`src/rtl/ntp_seconds_sequencer.sv`:
```
// ntp_seconds_sequencer: loads integer NTP seconds into the NTP clock write port
// at a safe point in the second (one PPS edge plus a settle delay after the request).
// Latency: writeStrobe follows the sysPpsToggle edge by SETTLE_CYCLES+2 sysClk cycles.
// Backpressure: cpuReady/gpsReady are asserted only while IDLE, to the granted requester.
//
// Optional build macro: NTP_SEQ_VERIFY_EN adds a VERIFY state that checks the
// written value against sysSeconds after the following PPS edge.
//
// Ports:
//   sysClk, sysReset          clock, asynchronous active-high reset
//   cpuValid/cpuSeconds/cpuReady   host CPU request (valid/ready)
//   gpsValid/gpsSeconds/gpsReady   GPS/NMEA parser request (valid/ready)
//   sysPpsToggle              toggles once per validated PPS
//   ntpStatus                 bit0 ppsValid, bit1 secondsValid
//   sysSeconds                current seconds readback (verify build only)
//   clearErrors               pulse, clears sticky error bits
//   writeStrobe/writeData     registered single-cycle write to the NTP clock
//   busy, status              sequencing state and sticky errors
module ntp_seconds_sequencer #(
  parameter int unsigned CLK_RATE        = 100000000,
  parameter int unsigned SETTLE_CYCLES   = CLK_RATE / 10,
  parameter int unsigned TIMEOUT_SECONDS = 3
) (
  input  logic        sysClk,
  input  logic        sysReset,
  input  logic        cpuValid,
  input  logic [31:0] cpuSeconds,
  output logic        cpuReady,
  input  logic        gpsValid,
  input  logic [31:0] gpsSeconds,
  output logic        gpsReady,
  input  logic        sysPpsToggle,
  input  logic [31:0] ntpStatus,
  input  logic [31:0] sysSeconds,
  input  logic        clearErrors,
  output logic        writeStrobe,
  output logic [31:0] writeData,
  output logic        busy,
  output logic [31:0] status
);

  localparam int unsigned TIMEOUT_CYCLES = TIMEOUT_SECONDS * CLK_RATE;
  localparam logic [31:0] TIMEOUT_LOAD   = TIMEOUT_CYCLES - 1;
  localparam logic [31:0] SETTLE_LOAD    = SETTLE_CYCLES - 1;

  // lastGrant encoding: 0 = CPU, 1 = GPS
  localparam logic GRANT_CPU = 1'b0;
  localparam logic GRANT_GPS = 1'b1;

  typedef enum logic [2:0] {
    S_IDLE     = 3'd0,
    S_WAIT_PPS = 3'd1,
    S_SETTLE   = 3'd2,
    S_WRITE    = 3'd3,
    S_VERIFY   = 3'd4
  } state_t;

  state_t      state_q, state_d;
  logic        toggleD1_q;
  logic [31:0] cnt_q, cnt_d;
  logic [31:0] latched_q, latched_d;
  logic        lastGrant_q, lastGrant_d;
  logic        hasGrant_q, hasGrant_d;
  logic        timeoutErr_q, timeoutErr_d;
  logic        noPpsErr_q, noPpsErr_d;
  logic [7:0]  writeCount_q, writeCount_d;
  logic        writeStrobe_q, writeStrobe_d;
  logic [31:0] writeData_q, writeData_d;

  logic        ppsEdge;
  logic        ppsValid;
  logic        grantCpu;
  logic        grantGps;
  logic        setTimeout;
  logic        setNoPps;
  logic        verifyBit;
  logic [1:0]  stateCode;

`ifdef NTP_SEQ_VERIFY_EN
  logic        verifyErr_q, verifyErr_d;
  logic        armed_q, armed_d;   // PPS edge seen, comparison pending
  logic        dly_q, dly_d;       // one extra cycle before comparing
  logic        setVerify;
  logic        unused_status;
  assign unused_status = ^ntpStatus[31:1];
`else
  logic        unused_inputs;
  assign unused_inputs = ^{ntpStatus[31:1], sysSeconds};
`endif

  assign ppsEdge  = sysPpsToggle ^ toggleD1_q;
  assign ppsValid = ntpStatus[0];

  // Round-robin: a lone requester always wins; on a tie the one not granted last wins.
  assign grantCpu = cpuValid && (!gpsValid || (lastGrant_q == GRANT_GPS));
  assign grantGps = gpsValid && (!cpuValid || (lastGrant_q == GRANT_CPU));

  always_comb begin
    state_d       = state_q;
    cnt_d         = cnt_q;
    latched_d     = latched_q;
    lastGrant_d   = lastGrant_q;
    hasGrant_d    = hasGrant_q;
    writeCount_d  = writeCount_q;
    writeStrobe_d = 1'b0;
    writeData_d   = writeData_q;
    cpuReady      = 1'b0;
    gpsReady      = 1'b0;
    setTimeout    = 1'b0;
    setNoPps      = 1'b0;
`ifdef NTP_SEQ_VERIFY_EN
    armed_d       = armed_q;
    dly_d         = dly_q;
    setVerify     = 1'b0;
`endif

    case (state_q)
      S_IDLE: begin
        cpuReady = grantCpu;
        gpsReady = grantGps;
        if (grantCpu || grantGps) begin
          latched_d   = grantCpu ? cpuSeconds : gpsSeconds;
          lastGrant_d = grantGps ? GRANT_GPS : GRANT_CPU;
          hasGrant_d  = 1'b1;
          // Without a valid PPS there is no safe point to write at: drop it.
          if (!ppsValid) begin
            setNoPps = 1'b1;
          end else begin
            state_d = S_WAIT_PPS;
            cnt_d   = TIMEOUT_LOAD;
          end
        end
      end

      S_WAIT_PPS: begin
        // The edge takes priority over a simultaneous timeout expiry.
        if (ppsEdge) begin
          state_d = S_SETTLE;
          cnt_d   = SETTLE_LOAD;
        end else if (cnt_q == 32'd0) begin
          setTimeout = 1'b1;
          state_d    = S_IDLE;
        end else begin
          cnt_d = cnt_q - 32'd1;
        end
      end

      S_SETTLE: begin
        // Further PPS edges are ignored here; the sequence is never restarted.
        if (!ppsValid) begin
          setNoPps = 1'b1;
          state_d  = S_IDLE;
        end else if (cnt_q == 32'd0) begin
          state_d = S_WRITE;
        end else begin
          cnt_d = cnt_q - 32'd1;
        end
      end

      S_WRITE: begin
        writeStrobe_d = 1'b1;
        writeData_d   = latched_q;
        writeCount_d  = writeCount_q + 8'd1;
`ifdef NTP_SEQ_VERIFY_EN
        state_d = S_VERIFY;
        cnt_d   = TIMEOUT_LOAD;
        armed_d = 1'b0;
        dly_d   = 1'b0;
`else
        state_d = S_IDLE;
`endif
      end

`ifdef NTP_SEQ_VERIFY_EN
      S_VERIFY: begin
        if (!armed_q) begin
          if (ppsEdge) begin
            armed_d = 1'b1;
            dly_d   = 1'b1;
          end else if (cnt_q == 32'd0) begin
            setTimeout = 1'b1;
            state_d    = S_IDLE;
          end else begin
            cnt_d = cnt_q - 32'd1;
          end
        end else if (dly_q) begin
          dly_d = 1'b0;
        end else begin
          // Two cycles after the edge the clock must show the written second plus one.
          if (sysSeconds != (latched_q + 32'd1)) begin
            setVerify = 1'b1;
          end
          armed_d = 1'b0;
          state_d = S_IDLE;
        end
      end
`endif

      default: begin
        state_d = S_IDLE;
      end
    endcase

    // Sticky errors: a new error in the same cycle as clearErrors survives.
    timeoutErr_d = (timeoutErr_q && !clearErrors) || setTimeout;
    noPpsErr_d   = (noPpsErr_q   && !clearErrors) || setNoPps;
`ifdef NTP_SEQ_VERIFY_EN
    verifyErr_d  = (verifyErr_q  && !clearErrors) || setVerify;
`endif
  end

  always_ff @(posedge sysClk or posedge sysReset) begin
    if (sysReset) begin
      state_q       <= S_IDLE;
      toggleD1_q    <= 1'b0;
      cnt_q         <= 32'd0;
      latched_q     <= 32'd0;
      lastGrant_q   <= GRANT_GPS;
      hasGrant_q    <= 1'b0;
      timeoutErr_q  <= 1'b0;
      noPpsErr_q    <= 1'b0;
      writeCount_q  <= 8'd0;
      writeStrobe_q <= 1'b0;
      writeData_q   <= 32'd0;
    end else begin
      state_q       <= state_d;
      toggleD1_q    <= sysPpsToggle;
      cnt_q         <= cnt_d;
      latched_q     <= latched_d;
      lastGrant_q   <= lastGrant_d;
      hasGrant_q    <= hasGrant_d;
      timeoutErr_q  <= timeoutErr_d;
      noPpsErr_q    <= noPpsErr_d;
      writeCount_q  <= writeCount_d;
      writeStrobe_q <= writeStrobe_d;
      writeData_q   <= writeData_d;
    end
  end

`ifdef NTP_SEQ_VERIFY_EN
  always_ff @(posedge sysClk or posedge sysReset) begin
    if (sysReset) begin
      verifyErr_q <= 1'b0;
      armed_q     <= 1'b0;
      dly_q       <= 1'b0;
    end else begin
      verifyErr_q <= verifyErr_d;
      armed_q     <= armed_d;
      dly_q       <= dly_d;
    end
  end
  assign verifyBit = verifyErr_q;
`else
  assign verifyBit = 1'b0;
`endif

  // WRITE and VERIFY share code 3 in the status word.
  assign stateCode = (state_q == S_VERIFY) ? 2'd3 : state_q[1:0];

  assign writeStrobe = writeStrobe_q;
  assign writeData   = writeData_q;
  assign busy        = (state_q != S_IDLE);

  // The arbiter starts out treating GPS as last granted so the CPU wins the first tie,
  // but status reports lastGrant only once a real grant has happened, so it reads 0
  // out of reset.
  assign status = {14'd0,
                   stateCode,
                   writeCount_q,
                   3'd0,
                   verifyBit,
                   noPpsErr_q,
                   timeoutErr_q,
                   lastGrant_q & hasGrant_q,
                   busy};

endmodule

```
`config.mk`:
```
export PLATFORM = sky130hd
export DESIGN_NAME = ntp_seconds_sequencer
export DESIGN_NICKNAME = d
export VERILOG_FILES = /design/src/rtl/ntp_seconds_sequencer.sv
export SDC_FILE = /design/constraint.sdc
export NUM_CORES = 1
export LEC_CHECK = 0
export ABC_AREA = 1
export CAP_MARGIN = 30
export CELL_PAD_IN_SITES_DETAIL_PLACEMENT = 0
export CELL_PAD_IN_SITES_GLOBAL_PLACEMENT = 1
export CORE_MARGIN = 1
export CORE_UTILIZATION = 33
export CTS_CLUSTER_DIAMETER = 200
export DETAILED_ROUTE_END_ITERATION = 10
export PLACE_DENSITY_LB_ADDON = 0.1
export SYNTH_ARGS = -nofsm -noshare
export SYNTH_HDL_FRONTEND = slang
export SYNTH_SLANG_ARGS = --single-unit
```
`constraint.sdc`:
```
create_clock -name sysClk -period 5.2 [get_ports sysClk]
set_clock_uncertainty 0.15 [all_clocks]
set_input_delay 1.04 -clock sysClk [delete_from_list [all_inputs] [get_ports sysClk]]
set_output_delay 1.04 -clock sysClk [all_outputs]
set_load 0.02 [all_outputs]
```
# Word level (Yosys, flattened, before mapping)
# Cells that the tools add are included.
# word_totals
reg_bits,113
in_bits,134
out_inout_bits,68
elab_cells,69
# op_classes
add_sub_neg,2
n_eq_ne,9
mux,25
n_bitwise,3
n_reduce_logical,19
# ops
cell,count
32-bit 2-to-1 mux,6
32-bit case mux with 3 select lines,1
32-bit zero test,1
"32-bit by 1-bit subtractor with 32-bit output, second input constant",1
3-bit 2-to-1 mux,6
1-bit 2-to-1 mux,9
3-bit case mux with 3 select lines,1
"8-bit by 1-bit adder with 8-bit output, second input constant",1
4-bit AND reduction,2
"3-bit by 2-bit == test with 1-bit output, second input constant",2
"2-bit inequality test, second input constant",3
"3-bit inequality test, second input constant",2
3-bit nonzero test,2
1-bit logical OR,5
1-bit logical AND,4
"3-bit by 1-bit == test with 1-bit output, second input constant",1
"3-bit == test, second input constant",1
1-bit zero test,3
3-bit zero test,1
2-bit 2-to-1 mux,1
1-bit case mux with 2 select lines,1
2-bit AND reduction,1
1-bit bitwise AND,1
1-bit NOT,1
1-bit bitwise XOR,1

# Logic depth before layout (Yosys ltp)
# Gate-level depths: netlist of the first run.
# depth
depth_word,7
mapped_depth,14
depth_no_buf,14

# Least setup slack after synthesis of the first run
# No wires, ideal clock.
# synth_path
path_type,input -> output
from,input gpsValid
to,output cpuReady
arrival_time_ps,1730
path_slack_ps,2280
cell_stages,4
n_path_buf,1
cell_sequence,inv_1 -> o21ai_1 -> buf_2 -> nor2_1
# synth_between
elab_chain_len,4
# synth_lines
item,line,rtl
from (decl),29,"input logic gpsValid,"
1-bit zero test,95,assign grantCpu = cpuValid && (!gpsValid || (lastGrant_q == GRANT_GPS));
1-bit logical OR,95,
1-bit logical AND,95,
1-bit 2-to-1 mux,117,case (state_q)
to (decl),28,"output logic cpuReady,"
# Every way passes these cells.

# Worst setup path in the final report of the first run
# layout_path
from,input cpuValid
to,output gpsReady
# layout_between
elab_chain_len,4
# layout_lines
item,line,rtl
from (decl),26,"input logic cpuValid,"
1-bit zero test,96,assign grantGps = gpsValid && (!cpuValid || (lastGrant_q == GRANT_CPU));
1-bit logical OR,96,
1-bit logical AND,96,
1-bit 2-to-1 mux,117,
to (decl),31,"output logic gpsReady,"
# Every way passes these cells.

==> results of run 1 <==
final cells by class:
class,instances,area [sq um],share of cell area (%)
clock buffer,9,225,2.86
tap,229,287,3.64
clock inverter,7,86.3,1.10
inverter,74,280,3.56
sequential,112,2800,35.6
multi-input combinational,605,2920,37.1
timing repair buffer,127,1270,16.2
state kept, by name, summed over array words and instances, names as in the netlist:
register / flops
cnt_q: 32
hasGrant_q: 1
writeCount_q: 8
toggleD1_q: 1
state_q: 2
writeStrobe: 1
timeoutErr_q: 1
lastGrant_q: 1
noPpsErr_q: 1
latched_q: 32
writeData: 32
worst max-delay path by stage:
| stage | slack (ns) | start | endpoint |
|---|---|---|---|
| after global routing | 1.58 | cpuValid | gpsReady |
| final | 1.65 | cpuValid | gpsReady |
| after global placement | 1.66 | cpuValid | cpuReady |
| after CTS | 1.65 | cpuValid | gpsReady |
| after detailed placement | 1.65 | cpuValid | cnt_q[26] |
| after floorplan | 1.05 | sysReset | cnt_q[0] |
layer usage:
| metal | vias up | track usage, % | share of wire, % |
|---|---|---|---|
| met5 | - | 0 | 0 |
| met4 | 0 | 5.61 | 1.3 |
| met3 | 14 | 5.08 | 6.0 |
| met2 | 128 | 31.2 | 48 |
| met1 | 2514 | 23.0 | 45 |
| li1 | 2727 | - | - |
kinds of logic after synthesis:
| logic type | share of synthesized area (%) |
|---|---|
| other cells | 0.0605 |
| xor+xnor | 2.81 |
| fa+ha+maj | 1.62 |
| buf+inv | 8.76 |
| flops | 45.3 |
| simple gates | 31.6 |
| compound gates | 4.06 |
| mux | 5.82 |
placed cells by master (no fill, tap or decap), types with 9 or more instances in the layout:
master             n
mux2_2            32
dfrtp_1          111
nand3_1           39
nor2_1            83
a21oi_1           12
xor2_1            16
o21ai_0           15
nand4_1           13
nand2_1          328
clkdlybuf4s50_1  120
inv_1             69
conb_1            18
clkbuf_16          9
where the power goes:
| part | total, uW | switching [uW] | internal, uW |
|---|---|---|---|
| Combinational | 1970 | 1200 | 768 |
| Clock | 738 | 355 | 383 |
| Sequential | 1470 | 244 | 1230 |
per-stage QoR:
| stage | setup WS [ns] | util, % | power (uW) | std cells | hold WS [ns] |
|---|---|---|---|---|---|
| global placement | 1.66 | 41.4 | 3420 | 1146 | 0.304 |
| CTS | 1.65 | 43.3 | 4230 | 1163 | 0.329 |
| floorplan | 1.05 | - | 2680 | 834 | 0.290 |
| detailed placement | 1.65 | 41.6 | 3470 | 1147 | 0.307 |
| global route | 1.58 | 43.3 | 4500 | 1163 | 0.347 |
| finish | 1.65 | 43.3 | 4180 | 1163 | 0.324 |
worst max-delay path, cell delays in order:
cell             delay, ns
clkdlybuf4s50_1       0.47
nand2_1               0.10
nand3_1               0.08
inv_1                 0.07
clkdlybuf4s50_1       0.60
==> qor.yml, run 1 <==
logic_synthesis:
  yosys.cell_count.top_type: "nand2_1"
  synth_edf_count: 0
  yosys-top-cells-area: "dfrtp_1 (45%), nand2_1 (20%), mux2_2 (5.8%)"
  synth_area_leader_cell: "dfrtp_1"
  syn-mean-instance-area_sq_um: 7.58
  ys_warn_count: 0
  ys.flop_type: "dfrtp_1"
  ys_ff_latch: 112
  synth.distinct_cells: 38
  synth.cell_area_sq_um: 6200
  yosys-top-cells-count: "nand2_1 (328), dfrtp_1 (111), nor2_1 (83)"
  ys_seq_area_share_pct: 45.3
  synth_cells: 817
  async_reset_ff_share_pct: 100
  synth_top_area_share_pct: 44.8
sta:
  period_minus_slack_ns: 3.55
  finalSetupTns_ns: 0
  worst_slew_pin_slew_ns: 0.735
  rsz0062_at_grt: "no"
  fmax_ghz: 0.282
  hold_viol_final: 0
  post-route-period-util_pct: 68.3
  finalMaxSlewViolations: 0
  setup_violations: 0
  max_slew_margin_pct: 51.0
cts:
  cts_made_buffers: 9
  root_buffer: "clkbuf_16"
  ctsHoldBuffers: 0
  post_cts_resized: 0
  clk_pin_slew_ns: 0.08
  cts_tree: "done"
  cts_setup_buffers: 0
  cts-htree-levels: 3
  cts_sinks: 112
  clk_latency_ns: 0.36
  cts.path.max_buffers: 2
critical_path:
  worstPathArrival_ns: 2.36
  critPathMaxFanout: 3
  crit_path_start_kind: "input port"
  rrSetupSlack_ns: 2.47
  regToRegStartpoint: "state_q[0]"
  r2r-end: "cnt_q[26]"
  reg2reg_depth: 10
  criticalPathCategory: "input port to output pin"
  worstPathRequired_ns: 4.01
  crit_path_end_kind: "output pin"
floorplan:
  fp.coreArea_sq_um: 18200
  rows: 49
  dieArea_sq_um: 19300
  die_w_um: 139
  initial_core_util_pct: 34.0
  io_pins: 202
  die_y_um: 139
worst_hold_path:
  hold_path.class: "flip-flop to flip-flop"
  holdPathStages: 2
  worstHoldEndpoint: "writeData[29]"
  hp-start: "writeData[29]"
power:
  ir_worst_vdd_v: 0.000269
  power.density_nw_per_um2: 530
  leakage_uw: 0.00386
run:
  cap_violations: 0
placement:
  gp_congestion: 0.842
  placed_area_sq_um: 7570
  port_buffers: 120
  hpwl_mm: 12.5
detailed_routing:
  drcViolationCount: 0
  drtIter0Drc: 283
  wl_mm: 17.5
  dr.pass1.iters: 4
  vias_per_cell: 4.63
  ant_nets: 0
  wl_per_cell_um: 15.0
  via_count: 5383
layout:
  design_area_sq_um: 7880
  nNetsFinal: 1071
  fillCellCount: 1859
  drive_above_1_share_pct: 7.82
  diodes: 0
  area_growth_pct: 27.2
grt:
  grt_usage_pct: 18.5
  grt_max_degree: 58
  first_global_vias: 5355
  grt_pass1_wl_mm: 28.0
  antenna_found_initial: 0
  overflow: 0
status:
  status: "finished clean"
Note: power is estimated with default switching activity, not from simulation.
==> run 2, diff against run 1 <==
Settings changed: CORE_UTILIZATION 33 to 30.
Clock period 5.2 ns to 3.1 ns, I/O delays scaled along.
==> run 2 against run 1 <==
Critical path depth unchanged. Final cell count increased by 4.3%. Non-clock buffer count increased by 9. Combinational power increased by 69%. Global-route usage decreased by 0.70 points. Register-to-register slack got worse by 1.7 ns. Power increased by 67%. Final area increased by 1.6%. Clock power increased by 61%. Sequential share of layout area decreased by 0.56 points.
==> qor.yml, run 2 (synthesis gave the netlist of run 1 again) <==
cts:
  root_buffer: "clkbuf_16"
  cts-htree-levels: 3
  ctsHoldBuffers: 0
  cts_made_buffers: 9
  clk_latency_ns: 0.36
  cts_sinks: 112
  cts_tree: "done"
  cts_setup_buffers: 0
  post_cts_resized: 0
  cts.path.max_buffers: 2
  clk_pin_slew_ns: 0.08
sta:
  worst_slew_pin_slew_ns: 0.598
  post-route-period-util_pct: 90.2
  finalSetupTns_ns: 0
  period_minus_slack_ns: 2.80
  fin_ws_ns: 0.303
  rsz0062_at_grt: "no"
  hold_viol_final: 0
  setup_violations: 0
  max_slew_margin_pct: 60.1
  finalMaxSlewViolations: 0
  fmax_ghz: 0.358
detailed_routing:
  wl_mm: 17.8
  wl_per_cell_um: 14.6
  drt-met1-wl_mm: 8.26
  maxUsedRoutingLayer: "met5"
  via_count: 5347
  dr.pass1.iters: 4
  wl_met2_mm: 8.15
  drcViolationCount: 0
  vias_per_cell: 4.41
  ant_nets: 0
  met3_length_mm: 1.11
  drtIter0Drc: 259
layout:
  nNetsFinal: 1080
  utilization_pct: 39.6
  drive_above_1_share_pct: 8.70
  register_area_sq_um: 2800
  final_cell_mix: "nand2_1 (328), clkdlybuf4s50_1 (120), dfrtp_1 (111)"
  fillCellCount: 2141
  diodes: 0
  area_growth_pct: 29.2
  multi_input_area_sq_um: 2920
  final_common_cell: "nand2_1"
floorplan:
  dieArea_sq_um: 21200
  io_pins: 202
  initial_core_util_pct: 30.6
  die_y_um: 146
  rows: 52
  fp.coreArea_sq_um: 20200
  die_w_um: 146
critical_path:
  regToRegStartpoint: "cnt_q[0]"
  critPathMaxFanout: 5
  worst-path-buf-inv: 3
  criticalPathCategory: "flip-flop to output pin"
  crit_path_end_kind: "output pin"
  path_common_cell: "inv_1"
  cp_top_family: "buffers and inverters"
  worstPathArrival_ns: 2.03
  crit_chain: "inv_1 > ha_1 > inv_1 > nor2_1 > clkdlybuf4s50_1"
  slowest_delay_ns: 0.61
  worstPathRequired_ns: 2.33
  rrSetupSlack_ns: 0.76
  r2r-end: "cnt_q[22]"
  crit_path_start_kind: "flip-flop"
  critPathSlowestCell: "clkdlybuf4s50_1"
  reg2reg_depth: 11
placement:
  hpwl_mm: 13.1
  gp_congestion: 0.866
  place_ws_ns: 0.372
  port_buffers: 120
grt:
  first_global_vias: 5545
  grt_usage_pct: 17.8
  antenna_found_initial: 2
  grt_pass1_wl_mm: 29.5
  overflow: 0
  grt_max_degree: 37
power:
  ir_worst_vdd_v: 0.000376
  leakage_uw: 0.00390
  power.density_nw_per_um2: 871
worst_hold_path:
  hold_path.class: "flip-flop to flip-flop"
  worstHoldEndpoint: "writeData[5]"
  holdPathStages: 2
  hp-start: "writeData[5]"
run:
  cap_violations: 0
status:
  status: "finished clean"
-- run 2: routing by layer --
layer / vias up / track usage, %
met1: 2457 / 22.7
met5: - / 0
li1: 2757 / -
met2: 115 / 29.2
met3: 16 / 5.80
met4: 2 / 4.05
-- run 2: per-stage QoR --
stage	instances	total power (uW)	hold WS (ns)	cell area (sq um)
floorplan	834	4490	0.290	6260
global placement	1197	5870	0.302	7710
detailed placement	1197	5860	0.308	7710
CTS	1213	7100	0.328	8010
global route	1213	7600	0.343	8010
finish	1213	6980	0.322	8010
-- run 2: cell type report --
cell class              instances  share of cell area (%)
inverters                      74                    3.52
multi-input cells             605                    36.5
clock buffers                  10                    2.98
clock inverters                 6                   0.766
flip-flops and latches        112                    35.0
well taps                     270                    4.22
repair buffers                136                    17.0
-- run 2: worst max-delay path by stage --
stage                          start       end  cells after the start
after CTS                 state_q[0]  cpuReady                      5
after global placement      cpuValid  gpsReady                      5
after detailed placement    cpuValid  gpsReady                      5
final                     state_q[0]  cpuReady                      5
after floorplan             sysReset  cnt_q[0]                      1
after global routing      state_q[0]  cpuReady                      5
-- run 2: where the power goes --
group	internal (uW)	switching, uW	total, uW
combinational	1320	2010	3330
sequential	2060	406	2470
clock	587	598	1190
-- run 2: worst register-to-register path, cell delays in order, from the launching register on --
cell     delay [ns]
dfrtp_1        0.42
inv_1          0.20
ha_1           0.33
nand2_1        0.18
nor2_4         0.23
nand2_1        0.09
inv_1          0.16
nand3_1        0.13
o21ai_0        0.19
nand2_1        0.07
nand2_1        0.07
inv_1          0.03
